`config.mk`:
```
export PLATFORM = sky130hd
export DESIGN_NAME = rx_frame_splitter_flat
export DESIGN_NICKNAME = d
export VERILOG_FILES = /design/src/rtl/rx_frame_splitter_if.sv /design/src/rtl/rx_frame_splitter.sv /design/src/flat_wrapper.sv
export SDC_FILE = /design/constraint.sdc
export NUM_CORES = 1
export LEC_CHECK = 0
export ABC_AREA = 1
export ABC_CLOCK_PERIOD_IN_PS = 13600
export BUFFER_PORTS_ARGS = -buffer_cell sky130_fd_sc_hd__clkbuf_2
export CAP_MARGIN = 20
export CORE_MARGIN = 4
export CORE_UTILIZATION = 50
export DETAILED_ROUTE_END_ITERATION = 12
export PLACE_DENSITY = 0.72
export SLEW_MARGIN = 20
export SYNTH_ARGS = -nofsm -noshare
export SYNTH_HDL_FRONTEND = slang
export SYNTH_SLANG_ARGS = --single-unit
```
`constraint.sdc`:
```
create_clock -name clk -period 13.6 [get_ports clk]
set_input_delay 1.36 -clock clk [delete_from_list [all_inputs] [get_ports clk]]
set_output_delay 1.36 -clock clk [all_outputs]
set_load 0.01 [all_outputs]
```
`src/rtl/rx_frame_splitter_if.sv`:
```
// ---------------------------------------------------------------------------
// rx_frame_splitter_if
// Groups the RX MAC byte stream and the header/body FIFO write ports that
// surround the frame splitter.
//   rx_valid/rx_data/rx_last/rx_err : MAC byte stream (cannot be stalled)
//   h_fifo_din/h_fifo_wren          : header word push, h_fifo_full = no slot
//   b_fifo_din/b_fifo_wren          : body byte push ([8] = delimiter)
//   b_fifo_afull                    : body FIFO cannot take a full frame
// Modports:
//   master : the environment (MAC source + FIFO status)
//   slave  : the splitter itself
// ---------------------------------------------------------------------------
interface rx_frame_splitter_if #(
  parameter int HEADER_DWIDTH = 128
);
  logic                     rx_valid;
  logic [7:0]               rx_data;
  logic                     rx_last;
  logic                     rx_err;
  logic [HEADER_DWIDTH-1:0] h_fifo_din;
  logic                     h_fifo_wren;
  logic                     h_fifo_full;
  logic [8:0]               b_fifo_din;
  logic                     b_fifo_wren;
  logic                     b_fifo_afull;

  modport master (
    output rx_valid, rx_data, rx_last, rx_err, h_fifo_full, b_fifo_afull,
    input  h_fifo_din, h_fifo_wren, b_fifo_din, b_fifo_wren
  );

  modport slave (
    input  rx_valid, rx_data, rx_last, rx_err, h_fifo_full, b_fifo_afull,
    output h_fifo_din, h_fifo_wren, b_fifo_din, b_fifo_wren
  );
endinterface

```
`src/rtl/rx_frame_splitter.sv`:
```
// ---------------------------------------------------------------------------
// rx_frame_splitter
// Parses each Ethernet frame from the RX MAC byte stream, checks its CRC-32,
// pushes the first 14 bytes plus status as one header word and writes the
// remaining bytes (delimiter-tagged) into the body FIFO.
// Ports:
//   clk      : system clock
//   arst     : asynchronous active-high reset
//   bus      : stream + FIFO write ports (slave modport)
//   drop_cnt : saturating count of frames dropped without any FIFO write
// Header word: [127:116] stored length, [115] fcs_ok, [114] is_ctrl,
//   [113:112] 0, [111:64] dst MAC, [63:16] src MAC, [15:0] EtherType.
// ---------------------------------------------------------------------------
module rx_frame_splitter #(
  parameter int HEADER_DWIDTH = 128,
  parameter int MAX_LEN       = 1518
) (
  input  logic                 clk,
  input  logic                 arst,
  rx_frame_splitter_if.slave   bus,
  output logic [15:0]          drop_cnt
);

  typedef enum logic [2:0] {
    ST_IDLE,
    ST_HDR,
    ST_BODY,
    ST_TRUNC,
    ST_DROP
  } state_t;

  localparam logic [10:0] MAX_LEN_W = 11'(MAX_LEN);
  localparam logic [10:0] HDR_LAST  = 11'd13;
  localparam logic [10:0] MIN_LEN   = 11'd64;
  localparam logic [31:0] CRC_INIT  = 32'hFFFF_FFFF;
  localparam logic [31:0] CRC_RESID = 32'hDEBB_20E3;

  state_t                   state_reg, state_next;
  logic [10:0]              cnt_reg, cnt_next;     // bytes already accepted in this frame
  logic [31:0]              crc_reg, crc_next;
  logic                     err_reg, err_next;
  logic [111:0]             hdr_reg, hdr_next;     // bytes 0..13, byte 0 ends up at the top
  logic [HEADER_DWIDTH-1:0] h_din_reg, h_din_next;
  logic                     h_wren_reg, h_wren_next;
  logic [8:0]               b_din_reg, b_din_next;
  logic                     b_wren_reg, b_wren_next;
  logic [15:0]              drop_reg, drop_next;

  // One byte of the reflected CRC-32, LSB of the data first.
  function automatic logic [31:0] crc_byte(input logic [31:0] c, input logic [7:0] d);
    logic [31:0] r;
    r = c;
    for (int i = 0; i < 8; i++) begin
      r = (r[0] ^ d[i]) ? ((r >> 1) ^ 32'hEDB8_8320) : (r >> 1);
    end
    return r;
  endfunction

  logic [31:0]              crc_upd;
  logic [10:0]              len_cur;   // frame length including the current byte, capped
  logic                     err_seen;
  logic                     fcs_ok;
  logic                     is_ctrl;
  logic                     start_busy;
  logic                     trunc_now;
  logic [15:0]              drop_inc;
  logic [HEADER_DWIDTH-1:0] hdr_word;

  assign crc_upd    = crc_byte(crc_reg, bus.rx_data);
  assign len_cur    = (cnt_reg == MAX_LEN_W) ? MAX_LEN_W : cnt_reg + 11'd1;
  assign err_seen   = err_reg | bus.rx_err;
  // Only a frame that finishes cleanly in BODY can be good; TRUNC always reports bad.
  assign fcs_ok     = (state_reg == ST_BODY) && (crc_upd == CRC_RESID) && !err_seen &&
                      (len_cur >= MIN_LEN) && (len_cur <= MAX_LEN_W);
  assign is_ctrl    = (hdr_reg[111:72] == 40'h01_80C2_0000);
  assign start_busy = bus.h_fifo_full | bus.b_fifo_afull;
  assign trunc_now  = (cnt_reg == MAX_LEN_W - 11'd1) && !bus.rx_last;
  assign drop_inc   = (drop_reg == 16'hFFFF) ? drop_reg : drop_reg + 16'd1;
  assign hdr_word   = HEADER_DWIDTH'({1'b0, len_cur, fcs_ok, is_ctrl, 2'b00, hdr_reg});

  always_ff @(posedge clk or posedge arst) begin
    if (arst) begin
      state_reg  <= ST_IDLE;
      cnt_reg    <= '0;
      crc_reg    <= CRC_INIT;
      err_reg    <= 1'b0;
      hdr_reg    <= '0;
      h_din_reg  <= '0;
      h_wren_reg <= 1'b0;
      b_din_reg  <= '0;
      b_wren_reg <= 1'b0;
      drop_reg   <= '0;
    end else begin
      state_reg  <= state_next;
      cnt_reg    <= cnt_next;
      crc_reg    <= crc_next;
      err_reg    <= err_next;
      hdr_reg    <= hdr_next;
      h_din_reg  <= h_din_next;
      h_wren_reg <= h_wren_next;
      b_din_reg  <= b_din_next;
      b_wren_reg <= b_wren_next;
      drop_reg   <= drop_next;
    end
  end

  always_comb begin
    state_next  = state_reg;
    cnt_next    = cnt_reg;
    crc_next    = crc_reg;
    err_next    = err_reg;
    hdr_next    = hdr_reg;
    h_din_next  = h_din_reg;
    h_wren_next = 1'b0;
    b_din_next  = b_din_reg;
    b_wren_next = 1'b0;
    drop_next   = drop_reg;

    if (bus.rx_valid) begin
      crc_next = crc_upd;
      err_next = err_seen;
      cnt_next = len_cur;

      unique case (state_reg)
        ST_IDLE: begin
          if (bus.rx_last) begin
            drop_next = drop_inc;
          end else if (start_busy) begin
            state_next = ST_DROP;
          end else begin
            hdr_next   = {hdr_reg[103:0], bus.rx_data};
            state_next = ST_HDR;
          end
        end
        ST_HDR: begin
          hdr_next = {hdr_reg[103:0], bus.rx_data};
          if (bus.rx_last) begin
            drop_next = drop_inc;
          end else if (cnt_reg == HDR_LAST) begin
            state_next = ST_BODY;
          end
        end
        ST_BODY: begin
          b_wren_next = 1'b1;
          b_din_next  = {bus.rx_last | trunc_now, bus.rx_data};
          if (bus.rx_last) begin
            h_wren_next = 1'b1;
            h_din_next  = hdr_word;
          end else if (trunc_now) begin
            state_next = ST_TRUNC;
          end
        end
        ST_TRUNC: begin
          if (bus.rx_last) begin
            h_wren_next = 1'b1;
            h_din_next  = hdr_word;
          end
        end
        ST_DROP: begin
          if (bus.rx_last) begin
            drop_next = drop_inc;
          end
        end
        default: state_next = ST_IDLE;
      endcase

      // Every frame end re-arms the per-frame state so the next byte can start a frame.
      if (bus.rx_last) begin
        state_next = ST_IDLE;
        cnt_next   = '0;
        crc_next   = CRC_INIT;
        err_next   = 1'b0;
      end
    end
  end

  assign bus.h_fifo_din  = h_din_reg;
  assign bus.h_fifo_wren = h_wren_reg;
  assign bus.b_fifo_din  = b_din_reg;
  assign bus.b_fifo_wren = b_wren_reg;
  assign drop_cnt        = drop_reg;

endmodule

```
`src/flat_wrapper.sv`:
```
// flat-port wrapper written by rule: the top's interface ports become plain ports
module rx_frame_splitter_flat 
#(
  parameter int HEADER_DWIDTH = 128,
  parameter int MAX_LEN       = 1518
)
  (clk, arst, drop_cnt, bus_rx_valid, bus_rx_data, bus_rx_last, bus_rx_err, bus_h_fifo_full, bus_b_fifo_afull, bus_h_fifo_din, bus_h_fifo_wren, bus_b_fifo_din, bus_b_fifo_wren);
  rx_frame_splitter_if #(.HEADER_DWIDTH(HEADER_DWIDTH)) bus_i ();
  input  logic clk;
  input  logic arst;
  output logic [15:0] drop_cnt;
  input wire logic [$bits(bus_i.rx_valid)-1:0] bus_rx_valid;
  input wire logic [$bits(bus_i.rx_data)-1:0] bus_rx_data;
  input wire logic [$bits(bus_i.rx_last)-1:0] bus_rx_last;
  input wire logic [$bits(bus_i.rx_err)-1:0] bus_rx_err;
  input wire logic [$bits(bus_i.h_fifo_full)-1:0] bus_h_fifo_full;
  input wire logic [$bits(bus_i.b_fifo_afull)-1:0] bus_b_fifo_afull;
  output wire logic [$bits(bus_i.h_fifo_din)-1:0] bus_h_fifo_din;
  output wire logic [$bits(bus_i.h_fifo_wren)-1:0] bus_h_fifo_wren;
  output wire logic [$bits(bus_i.b_fifo_din)-1:0] bus_b_fifo_din;
  output wire logic [$bits(bus_i.b_fifo_wren)-1:0] bus_b_fifo_wren;
  assign bus_i.rx_valid = bus_rx_valid;
  assign bus_i.rx_data = bus_rx_data;
  assign bus_i.rx_last = bus_rx_last;
  assign bus_i.rx_err = bus_rx_err;
  assign bus_i.h_fifo_full = bus_h_fifo_full;
  assign bus_i.b_fifo_afull = bus_b_fifo_afull;
  assign bus_h_fifo_din = bus_i.h_fifo_din;
  assign bus_h_fifo_wren = bus_i.h_fifo_wren;
  assign bus_b_fifo_din = bus_i.b_fifo_din;
  assign bus_b_fifo_wren = bus_i.b_fifo_wren;
  rx_frame_splitter #(.HEADER_DWIDTH(HEADER_DWIDTH), .MAX_LEN(MAX_LEN)) u_core (.clk(clk), .arst(arst), .bus(bus_i), .drop_cnt(drop_cnt));
endmodule
```
==> impl_metrics.csv <==
group,metric,value,unit
sta,min_period,3780,ps
clock_tree,cts-root-buf,"clkbuf_16",
grt,first_global_vias,10400,
floorplanning,ioPinCount,170,
drt,drtPass1Iterations,5,
synthesis,yosys.area.top_type,"dfrtp_1",
power_and_ir_drop,power,3.31,mW
drt,drc,0,
finish,finish.utilization,0.585,
grt,gr-usage-all-layers,0.210,
critical_path,arrival,4200,ps
drt,drt_wl_total,31.8,mm
floorplanning,die_h,173,µm
sta,rsz0062_at_grt,"false",
critical_path,crit_top_cell,"a21oi_1",
critical_path,cp_max_fo,32,
synthesis,seq_area_frac_synth,0.572,
place,io_buffers,166,
finish,fillers,2401,
finish,final-seq-area,7820,µm²
synthesis,yosys_register_bits,311,
clock_tree,cts_resized,0,
floorplanning,start_util,0.508,
synthesis,yosys.area.top_type_share,0.510,
synthesis,synth.area.top_cells,"dfrtp_1 (51%), nand2_1 (15%), o21ai_0 (9.4%), dfstp_2 (6.1%), inv_1 (5.7%)",
synthesis,synth_common_cells,"nand2_1 (532), dfrtp_1 (279), o21ai_0 (257)",
synthesis,synth_edf_count,0,
finish,fin_nets,1788,
sta,clock_skew,10.4,ps
synthesis,synth-compound-area-share,0.115,
critical_path,start_kind,"input pin",
synthesis,synth_warnings,0,
worst_hold_path,min_path_type,"reg -> reg",
synthesis,synth_top_family_by_area,"simple AND/OR/NAND/NOR gates",
synthesis,avgSynthCellArea,8.44,µm²
critical_path,path_buf_inv,3,
clock_tree,path_clk_slew,60,ps
critical_path,path_depth,6,
sta,fmax,264,MHz
synthesis,syn-cell-area,13700,µm²
clock_tree,tritoncts,"yes",
critical_path,r2r_start,"u_core.state_reg[0]$_DFFE_PP0P_",
grt,grt_max_degree,160,
clock_tree,cts.sinks,311,
grt,globalRouteOverflowTotal,0,
critical_path,crit_end,"u_core.crc_reg[24]$_DFFE_PP1P_",
flow_run,cap_violations,0,
drt,drt-wirelength-per-cell,14.9,µm
floorplanning,core_area,27000,µm²
clock_tree,clockBufferDepth,3,
finish,drive_gt1_frac,0.168,
critical_path,crit_start,"bus_rx_valid",
clock_tree,post_cts_buffers,0,
critical_path,crit_chain,"clkbuf_2 > inv_2 > nor2_2 > inv_1 > a21oi_1 > a21oi_1",
synthesis,synthXorXnorAreaFrac,0.0154,
sta,tightest_slew,962,ps
clock_tree,worstSkewPairLatency,500,ps
power_and_ir_drop,p_leak,8.01,nW
critical_path,max_stage_delay,750,ps
critical_path,r2r_slack,10890,ps
critical_path,crit_type,"in -> reg",
clock_tree,ctsHtreeMaxLevel,2,
sta,fin_tns_setup,0,ps
clock_tree,numCtsBuffers,34,
critical_path,reg2reg_to,"u_core.hdr_reg[21]$_DFFE_PP0P_",
power_and_ir_drop,ir_worst_vdd,0.0993,mV
place,dp_hpwl,21.7,mm
grt,antenna_found_initial,0,
floorplanning,fp.dieW,173,µm
synthesis,synth-simple-area-share,0.210,
sta,max-slew-margin-rel,0.359,
synthesis,synth_mux_area_frac,0,
sta,period_share,0.278,
status,status,"finished clean",
synthesis,synth.distinct_cells,33,
floorplanning,die_area,30100,µm²
power_and_ir_drop,powerDensity,210,nW/µm²
sta,setup_violations,0,
finish,multiInputGateArea,4750,µm²
critical_path,worst_r2r_path_depth,6,
finish,largest_reg_flops,125,
drt,via_per_inst,5.11,
grt,grt_pass1_wl,53.0,mm
synthesis,synthAdderAreaFrac,0.00457,
synthesis,synth_cells,1622,
finish,syn2layout_area_growth,15.2,%
synthesis,synth_flop_cell,"dfrtp_1",
drt,drtIter0Drc,918,
sta,report.final.slew_viol_count,0,
sta,fin_hold_ws,474,ps
critical_path,cp_data_required_time,14010,ps
critical_path,cp-end-kind,"register",
critical_path,cpMaxStageDelayCell,"nor2_2",
synthesis,async_flop_share,1.00,
drt,final_antenna_net_count,0,
place,gp_congestion,0.918,
finish,num_antenna_cells,0,
drt,vias,10900,
floorplanning,fp-row-count,60,
critical_path,crit_family,"buffers and inverters",
sta,hold_viol,0,
clock_tree,cts_hold_buf,0,
synthesis,yosysMostFrequentCell,"nand2_1",
==> power breakdown <==
| group | leakage [nW] | total, mW | internal [mW] | switching (mW) |
|---|---|---|---|---|
| clock network | 0.529 | 0.869 | 0.507 | 0.362 |
| registers | 4.05 | 1.43 | 1.24 | 0.189 |
| logic | 3.42 | 1.01 | 0.349 | 0.658 |
| total | 8.01 | 3.31 | 2.10 | 1.21 |
==> per-layer routing <==
| metal | vias to the layer above | wire, µm | track usage |
|---|---|---|---|
| li1 | 5411 | - | - |
| met1 | 5185 | 14900 | 0.304 |
| met5 | - | 0 | 0 |
| met3 | 43 | 1610 | 0.0334 |
| met4 | 0 | 540 | 0.0509 |
| met2 | 275 | 14800 | 0.335 |
==> cell families after synthesis <==
kind of cell / after synthesis
adders and majority gates: 5
and+or+nand+nor: 698
buffers and inverters: 281
DFF: 311
xor gates and xnor gates: 24
AOI/OAI and AO/OA: 302
other: 1
==> cell usage in the layout (no fill, tap or decap), types with 6 or more instances in the layout <==
cell type  Yosys  layout
dfrtp_1      279     279
a21oi_1       11      11
nand3_1       51      51
a22oi_1       10      10
xnor2_1        8       8
nor2_1        49      49
dfstp_2       32      32
inv_1        207     206
xor2_1        16      16
nand4_1       16      16
clkbuf_16      0      35
nand2_1      532     532
clkbuf_8       0       6
clkbuf_2       0     166
clkbuf_1      33       9
inv_2          9       8
o22ai_1       21      21
nor3_1         6       6
nor2_2         6       6
nor4_1         7       7
nand2_2       20      20
clkinv_2       0       9
o21ai_0      257     257
==> area by class of cell <==
type / count / area share
Multi-Input combinational cell: 1032 / 0.301
Sequential cell: 311 / 0.496
Tap cell: 341 / 0.0271
Clock inverter: 11 / 0.00397
Clock buffer: 50 / 0.0630
Timing Repair Buffer: 172 / 0.0558
Inverter: 217 / 0.0526
==> stage by stage <==
step	area (µm²)	setup WS, ps	cells
after global routing	15800	9640	2134
after global placement	14700	9590	2073
after CTS	15800	9940	2134
after floorplan	13700	3690	1624
final	15800	9820	2134
after detailed placement	14700	9420	2073
==> worst min-delay path, cell delays in order (launching register included) <==
cell and delay (ps):
dfrtp_1 340, nand2_1 60, nand2_1 50
==> how the worst min path moves through the flow <==
stage	startpoint	end	slack, ps	cells after the start
final	u_core.bus.h_fifo_din[105]$_DFFE_PP0P_	u_core.bus.h_fifo_din[105]$_DFFE_PP0P_	470	2
after detailed placement	u_core.err_reg$_DFFE_PP0P_	u_core.err_reg$_DFFE_PP0P_	470	2
after CTS	u_core.err_reg$_DFFE_PP0P_	u_core.err_reg$_DFFE_PP0P_	480	2
after global placement	u_core.bus.h_fifo_din[106]$_DFFE_PP0P_	u_core.bus.h_fifo_din[106]$_DFFE_PP0P_	460	2
after global routing	u_core.bus.h_fifo_din[53]$_DFFE_PP0P_	u_core.bus.h_fifo_din[53]$_DFFE_PP0P_	500	2
after floorplan	u_core.err_reg$_DFFE_PP0P_	u_core.err_reg$_DFFE_PP0P_	450	2
Note: power is estimated with default switching activity, not from simulation.
